===== config.mk =====
export PLATFORM = sky130hd
export DESIGN_NAME = regfile_sb
export DESIGN_NICKNAME = d
export VERILOG_FILES = /design/src/rtl/regfile_sb_pkg.sv /design/src/rtl/regfile_scoreboard.sv /design/src/rtl/regfile_sb.sv
export SDC_FILE = /design/constraint.sdc
export NUM_CORES = 1
export LEC_CHECK = 0
export BUFFER_PORTS_ARGS = -buffer_cell sky130_fd_sc_hd__buf_4
export CORE_ASPECT_RATIO = 1.4
export CORE_MARGIN = 4
export CORE_UTILIZATION = 35
export DETAILED_ROUTE_END_ITERATION = 16
export GPL_ROUTABILITY_DRIVEN = 0
export PLACE_DENSITY = 0.63
export RECOVER_POWER = 25
export SYNTH_ARGS = -nofsm -noshare
export SYNTH_HDL_FRONTEND = slang
export SYNTH_SLANG_ARGS = --single-unit

===== constraint.sdc =====
create_clock -name clk -period 1.5 [get_ports clk]
set_input_delay 0.225 -clock clk [delete_from_list [all_inputs] [get_ports clk]]
set_output_delay 0.225 -clock clk [all_outputs]
set_load 0.005 [all_outputs]

===== src/rtl/regfile_sb_pkg.sv =====
// Shared datapath constants for the register file slice.
//   DW_DEF / AW_DEF : processor-wide default data and address widths
//   REG_ZERO        : index of the hardwired-zero register
//   nregs()         : register count for a given address width
package regfile_sb_pkg;

  localparam int DW_DEF   = 8;
  localparam int AW_DEF   = 3;
  localparam int REG_ZERO = 0;

  function automatic int nregs(input int aw);
    return 1 << aw;
  endfunction

endpackage


===== src/rtl/regfile_scoreboard.sv =====
// Pending-write scoreboard: one bit per register, set at issue, cleared at
// writeback, looked up per read port.
//   clk, rst          : clock, synchronous active-high reset
//   regwrite, wa      : writeback clears pend[wa]
//   busy_set, busy_wa : issue sets pend[busy_wa]
//   ra1, ra2          : lookup addresses
//   busy1, busy2      : outstanding-write flags for ra1 / ra2
module regfile_scoreboard import regfile_sb_pkg::*; #(
  parameter int AW      = AW_DEF,
  parameter int ZERO_R0 = 1,
  parameter int BYPASS  = 1
) (
  input  logic          clk,
  input  logic          rst,
  input  logic          regwrite,
  input  logic [AW-1:0] wa,
  input  logic          busy_set,
  input  logic [AW-1:0] busy_wa,
  input  logic [AW-1:0] ra1,
  input  logic [AW-1:0] ra2,
  output logic          busy1,
  output logic          busy2
);

  localparam int            NREGS = nregs(AW);
  localparam logic [AW-1:0] R0    = AW'(REG_ZERO);

  logic [NREGS-1:0] pend_q, pend_d;

  // Clear first, then set: a newer producer issuing in the same cycle as an
  // older writeback to the same register keeps the register pending.
  always_comb begin
    pend_d = pend_q;
    if (regwrite) pend_d[wa] = 1'b0;
    if (busy_set) pend_d[busy_wa] = 1'b1;
    if (ZERO_R0 != 0) pend_d[R0] = 1'b0;
  end

  always_ff @(posedge clk) begin
    if (rst) pend_q <= '0;
    else     pend_q <= pend_d;
  end

  // A write landing this cycle is forwarded, so the reader need not stall.
  always_comb begin
    busy1 = pend_q[ra1];
    if (BYPASS != 0 && regwrite && wa == ra1) busy1 = 1'b0;
    if (ZERO_R0 != 0 && ra1 == R0) busy1 = 1'b0;
  end

  always_comb begin
    busy2 = pend_q[ra2];
    if (BYPASS != 0 && regwrite && wa == ra2) busy2 = 1'b0;
    if (ZERO_R0 != 0 && ra2 == R0) busy2 = 1'b0;
  end

endmodule


===== src/rtl/regfile_sb.sv =====
// Register file with two combinational read ports, one write port, optional
// hardwired-zero r0, optional write-to-read bypass and a pending-write
// scoreboard for decode stalls.
//   clk, rst          : clock, synchronous active-high reset
//   regwrite, wa, wd  : write port
//   ra1/rd1, ra2/rd2  : read ports (combinational)
//   busy_set, busy_wa : mark register pending at issue
//   busy1, busy2      : ra1 / ra2 have an outstanding write
module regfile_sb import regfile_sb_pkg::*; #(
  parameter int DW      = DW_DEF,
  parameter int AW      = AW_DEF,
  parameter int ZERO_R0 = 1,
  parameter int BYPASS  = 1
) (
  input  logic          clk,
  input  logic          rst,
  input  logic          regwrite,
  input  logic [AW-1:0] wa,
  input  logic [DW-1:0] wd,
  input  logic [AW-1:0] ra1,
  input  logic [AW-1:0] ra2,
  output logic [DW-1:0] rd1,
  output logic [DW-1:0] rd2,
  input  logic          busy_set,
  input  logic [AW-1:0] busy_wa,
  output logic          busy1,
  output logic          busy2
);

  localparam int            NREGS = nregs(AW);
  localparam logic [AW-1:0] R0    = AW'(REG_ZERO);

  logic [DW-1:0] mem_q [NREGS];
  logic [DW-1:0] mem_d [NREGS];

  always_comb begin
    mem_d = mem_q;
    if (regwrite && !(ZERO_R0 != 0 && wa == R0)) mem_d[wa] = wd;
  end

  always_ff @(posedge clk) begin
    if (rst) mem_q <= '{default: '0};
    else     mem_q <= mem_d;
  end

  // r0 check is last so it overrides a bypass hit on address 0.
  always_comb begin
    rd1 = mem_q[ra1];
    if (BYPASS != 0 && regwrite && wa == ra1) rd1 = wd;
    if (ZERO_R0 != 0 && ra1 == R0) rd1 = '0;
  end

  always_comb begin
    rd2 = mem_q[ra2];
    if (BYPASS != 0 && regwrite && wa == ra2) rd2 = wd;
    if (ZERO_R0 != 0 && ra2 == R0) rd2 = '0;
  end

  regfile_scoreboard #(
    .AW      (AW),
    .ZERO_R0 (ZERO_R0),
    .BYPASS  (BYPASS)
  ) u_scoreboard (
    .clk      (clk),
    .rst      (rst),
    .regwrite (regwrite),
    .wa       (wa),
    .busy_set (busy_set),
    .busy_wa  (busy_wa),
    .ra1      (ra1),
    .ra2      (ra2),
    .busy1    (busy1),
    .busy2    (busy2)
  );

endmodule


==> impl_metrics.ini <==
[synth]
synth.yosys.seq_area_share = 0.3530
async_reset_ff_frac = 0
synth_ff_type = dfxtp_1
synth-edff-count = 0
synth_common_cells = nand2_1, dfxtp_1, a21oi_1
syn_inst = 427
synth.top_cells.by_area = dfxtp_1, mux4_1, nand2_1
syn-mean-instance-area_um2 = 9.429
syn-cell-area_um2 = 4026
yosysMostFrequentCell = nand2_1
synth_top_area_share = 0.3530
ys_warn_count = 0
synth_top_cell_by_area = dfxtp_1
ys_ff_latch = 71
mappedNetlistNets = 451
synth_cell_types = 32

[cells_and_area]
area_growth_pct = 28.62
multi_input_area_um2 = 2404
diodes = 0
num-fill-cells = 1088
fin_nets = 521
drive_gt1_frac = 0.3765
design_area_um2 = 5179
final-seq-area_um2 = 1459

[routing]
vias = 3701
drtIter0Drc = 453
remaining_drc_errors = 0
drt_first_pass_iters = 5
wl_per_cell_um = 20.22
drt.antenna.violating_nets = 0
wirelength_um = 13060
viasPerCell = 5.729

[clock_network]
cts_htree_levels = 3
clockBufferDepth = 2
clk_pin_slew_ps = 60
cts_tree = built
ctsHoldBuffers = 0
cts-root-buf = clkbuf_16
clock-sinks = 71
worstSkewPairLatency_ps = 330
cts-buffers-inserted = 9

[power_and_ir_drop]
p_per_area_nw_per_um2 = 962.6
p_total_mw = 4.985
p_sw_mw = 1.178
p_seq_frac = 0.393
irDropWorstVdd_mv = 0.6420
power.leakage_nw = 1.922
switching_share = 0.2362
comb_power_share = 0.141
clockPowerShare = 0.466
power.internal_mw = 3.808

[die]
design.die.area_um2 = 13310
num_rows = 46
die_h_um = 134.9
num_io_pins = 42
start_util = 0.3569
die-width_um = 98.65
core_um2 = 11280

[timing]
clock_skew_ps = 0
post-route-period-util = 1.230
rsz0062_at_grt = true
finalMaxSlewViolations = 0
tightest_slew_ps = 689.8
hold_viol = 0
fin_crit_ps = 1845
max_freq_mhz = 541.9
fin_ws_ps = -345.4
relSlewSlack = 0.5401
setup_viol = 18
fin_setup_tns_ps = -4797
whs_ps = 185.6

[job]
cap_violations = 0

[global_route]
grt_pass1_wl_um = 20510
antenna_found_initial = 0
grt_pass1_vias = 3777
grt_overflow = 0
track_usage = 0.2009
grt_start_max_net_pins = 31

[worst_setup_path]
cp.required_ps = 1270
crit_path_end_kind = primary output
worstSetupStartpointType = register
arrival_ps = 1620
path_class = register to primary output
crit_fanout = 3
critPathLaunch = mem_q[61]$_SDFFE_PP0P_
r2r_start = u_scoreboard.pend_q[7]$_SDFF_PP0_

[run_status]
status = finished with violations
violations = setup timing

[placement]
io_buffers = 41
place_area_um2 = 4830
dp_hpwl_um = 9115

[hold_path]
hp-start = busy_wa[2]
hold_class = input pin to register
-- repair_timing --
action                                  4_1_cts  5_1_grt
setup buffers                                 1        0
endpoints found under the setup margin       18       18
resized for setup                            47       18
pin swaps                                    12        9
hold endpoints to repair                      0        0
-- state kept, by name, summed over array words and instances (netlist names) --
signal and flops:
u_scoreboard.pend_q 7, mem_q 64
-- cell usage in the layout (no fill, tap or decap), drive strengths merged --
cell | Yosys | routed
nand2 | 117 | 117
buf | 21 | 83
dfxtp | 71 | 71
a21oi | 57 | 57
mux4 | 34 | 34
nor2 | 31 | 31
clkbuf | 12 | 22
mux2i | 18 | 18
nor2b | 16 | 16
a211oi | 16 | 16
xnor2 | 6 | 6
nor3 | 5 | 5
a32oi | 4 | 4
nand4 | 4 | 4
nand3 | 3 | 3
nand2b | 3 | 3
inv | 2 | 2
a311oi | 2 | 2
o31ai | 2 | 2
a22oi | 2 | 2
bufinv | 0 | 2
or3 | 1 | 1
clkinv | 0 | 1
-- path summary, 6_finish.rpt --
check | slack (ps) | depth (start not counted) | to
max | -350 | 4 | rd1[5]
min | 190 | 3 | u_scoreboard.pend_q[6]$_SDFF_PP0_
max reg2reg | 810 | 3 | u_scoreboard.pend_q[7]$_SDFF_PP0_
min reg2reg | 460 | 2 | mem_q[11]$_SDFFE_PP0P_
-- power groups by stage --
stage	clock, mW	sequential (mW)	combinational (mW)
global route	2.44	1.96	0.751
detailed placement	0	1.99	0.682
floorplan	0	1.98	0.383
global placement	0	1.99	0.672
CTS	2.35	1.96	0.706
finish	2.32	1.96	0.705
-- kinds of logic (layout without fill, tap and decap cells) --
| logic type | count (synthesis) | after routing | share of synthesized area |
|---|---|---|---|
| compound gates | 83 | 83 | 0.1224 |
| xor+xnor | 6 | 6 | 0.02238 |
| mux | 52 | 52 | 0.2536 |
| simple gates | 180 | 180 | 0.1976 |
| flops | 71 | 71 | 0.3530 |
| buf+inv | 35 | 110 | 0.05096 |
-- final cells by class --
| type | count | share of cell area |
|---|---|---|
| multi-input cells | 321 | 0.4641 |
| repair buffers | 92 | 0.1551 |
| well taps | 144 | 0.03479 |
| flip-flops and latches | 71 | 0.2817 |
| clock buffers | 13 | 0.05025 |
| inverters | 2 | 0.001450 |
| clock inverters | 3 | 0.01256 |
-- layer usage --
layer,track usage,vias up,part of all wire
li1,-,1658,-
met2,0.3461,197,0.52
met4,0.1002,0,0.039
met5,0,-,0
met3,0.04186,35,0.076
met1,0.2356,1811,0.37
-- worst max-delay path: stages (launching register included) --
cell and delay, ps:
dfxtp_1 330, mux4_2 500, mux2i_1 180, a211oi_1 130, buf_4 150
-- through the flow --
| step | util | worst slack [ps] | instances |
|---|---|---|---|
| 2_1_floorplan | - | 115.6 | 427 |
| 3_3_place_gp | 0.4281 | -292.1 | 629 |
| 3_5_place_dp | 0.4281 | -313.4 | 629 |
| 4_1_cts | 0.4594 | -313.7 | 646 |
| 5_1_grt | 0.4591 | -385.5 | 646 |
| 6_report | 0.4591 | -345.4 | 646 |
Power figures use the tool's default switching activity.
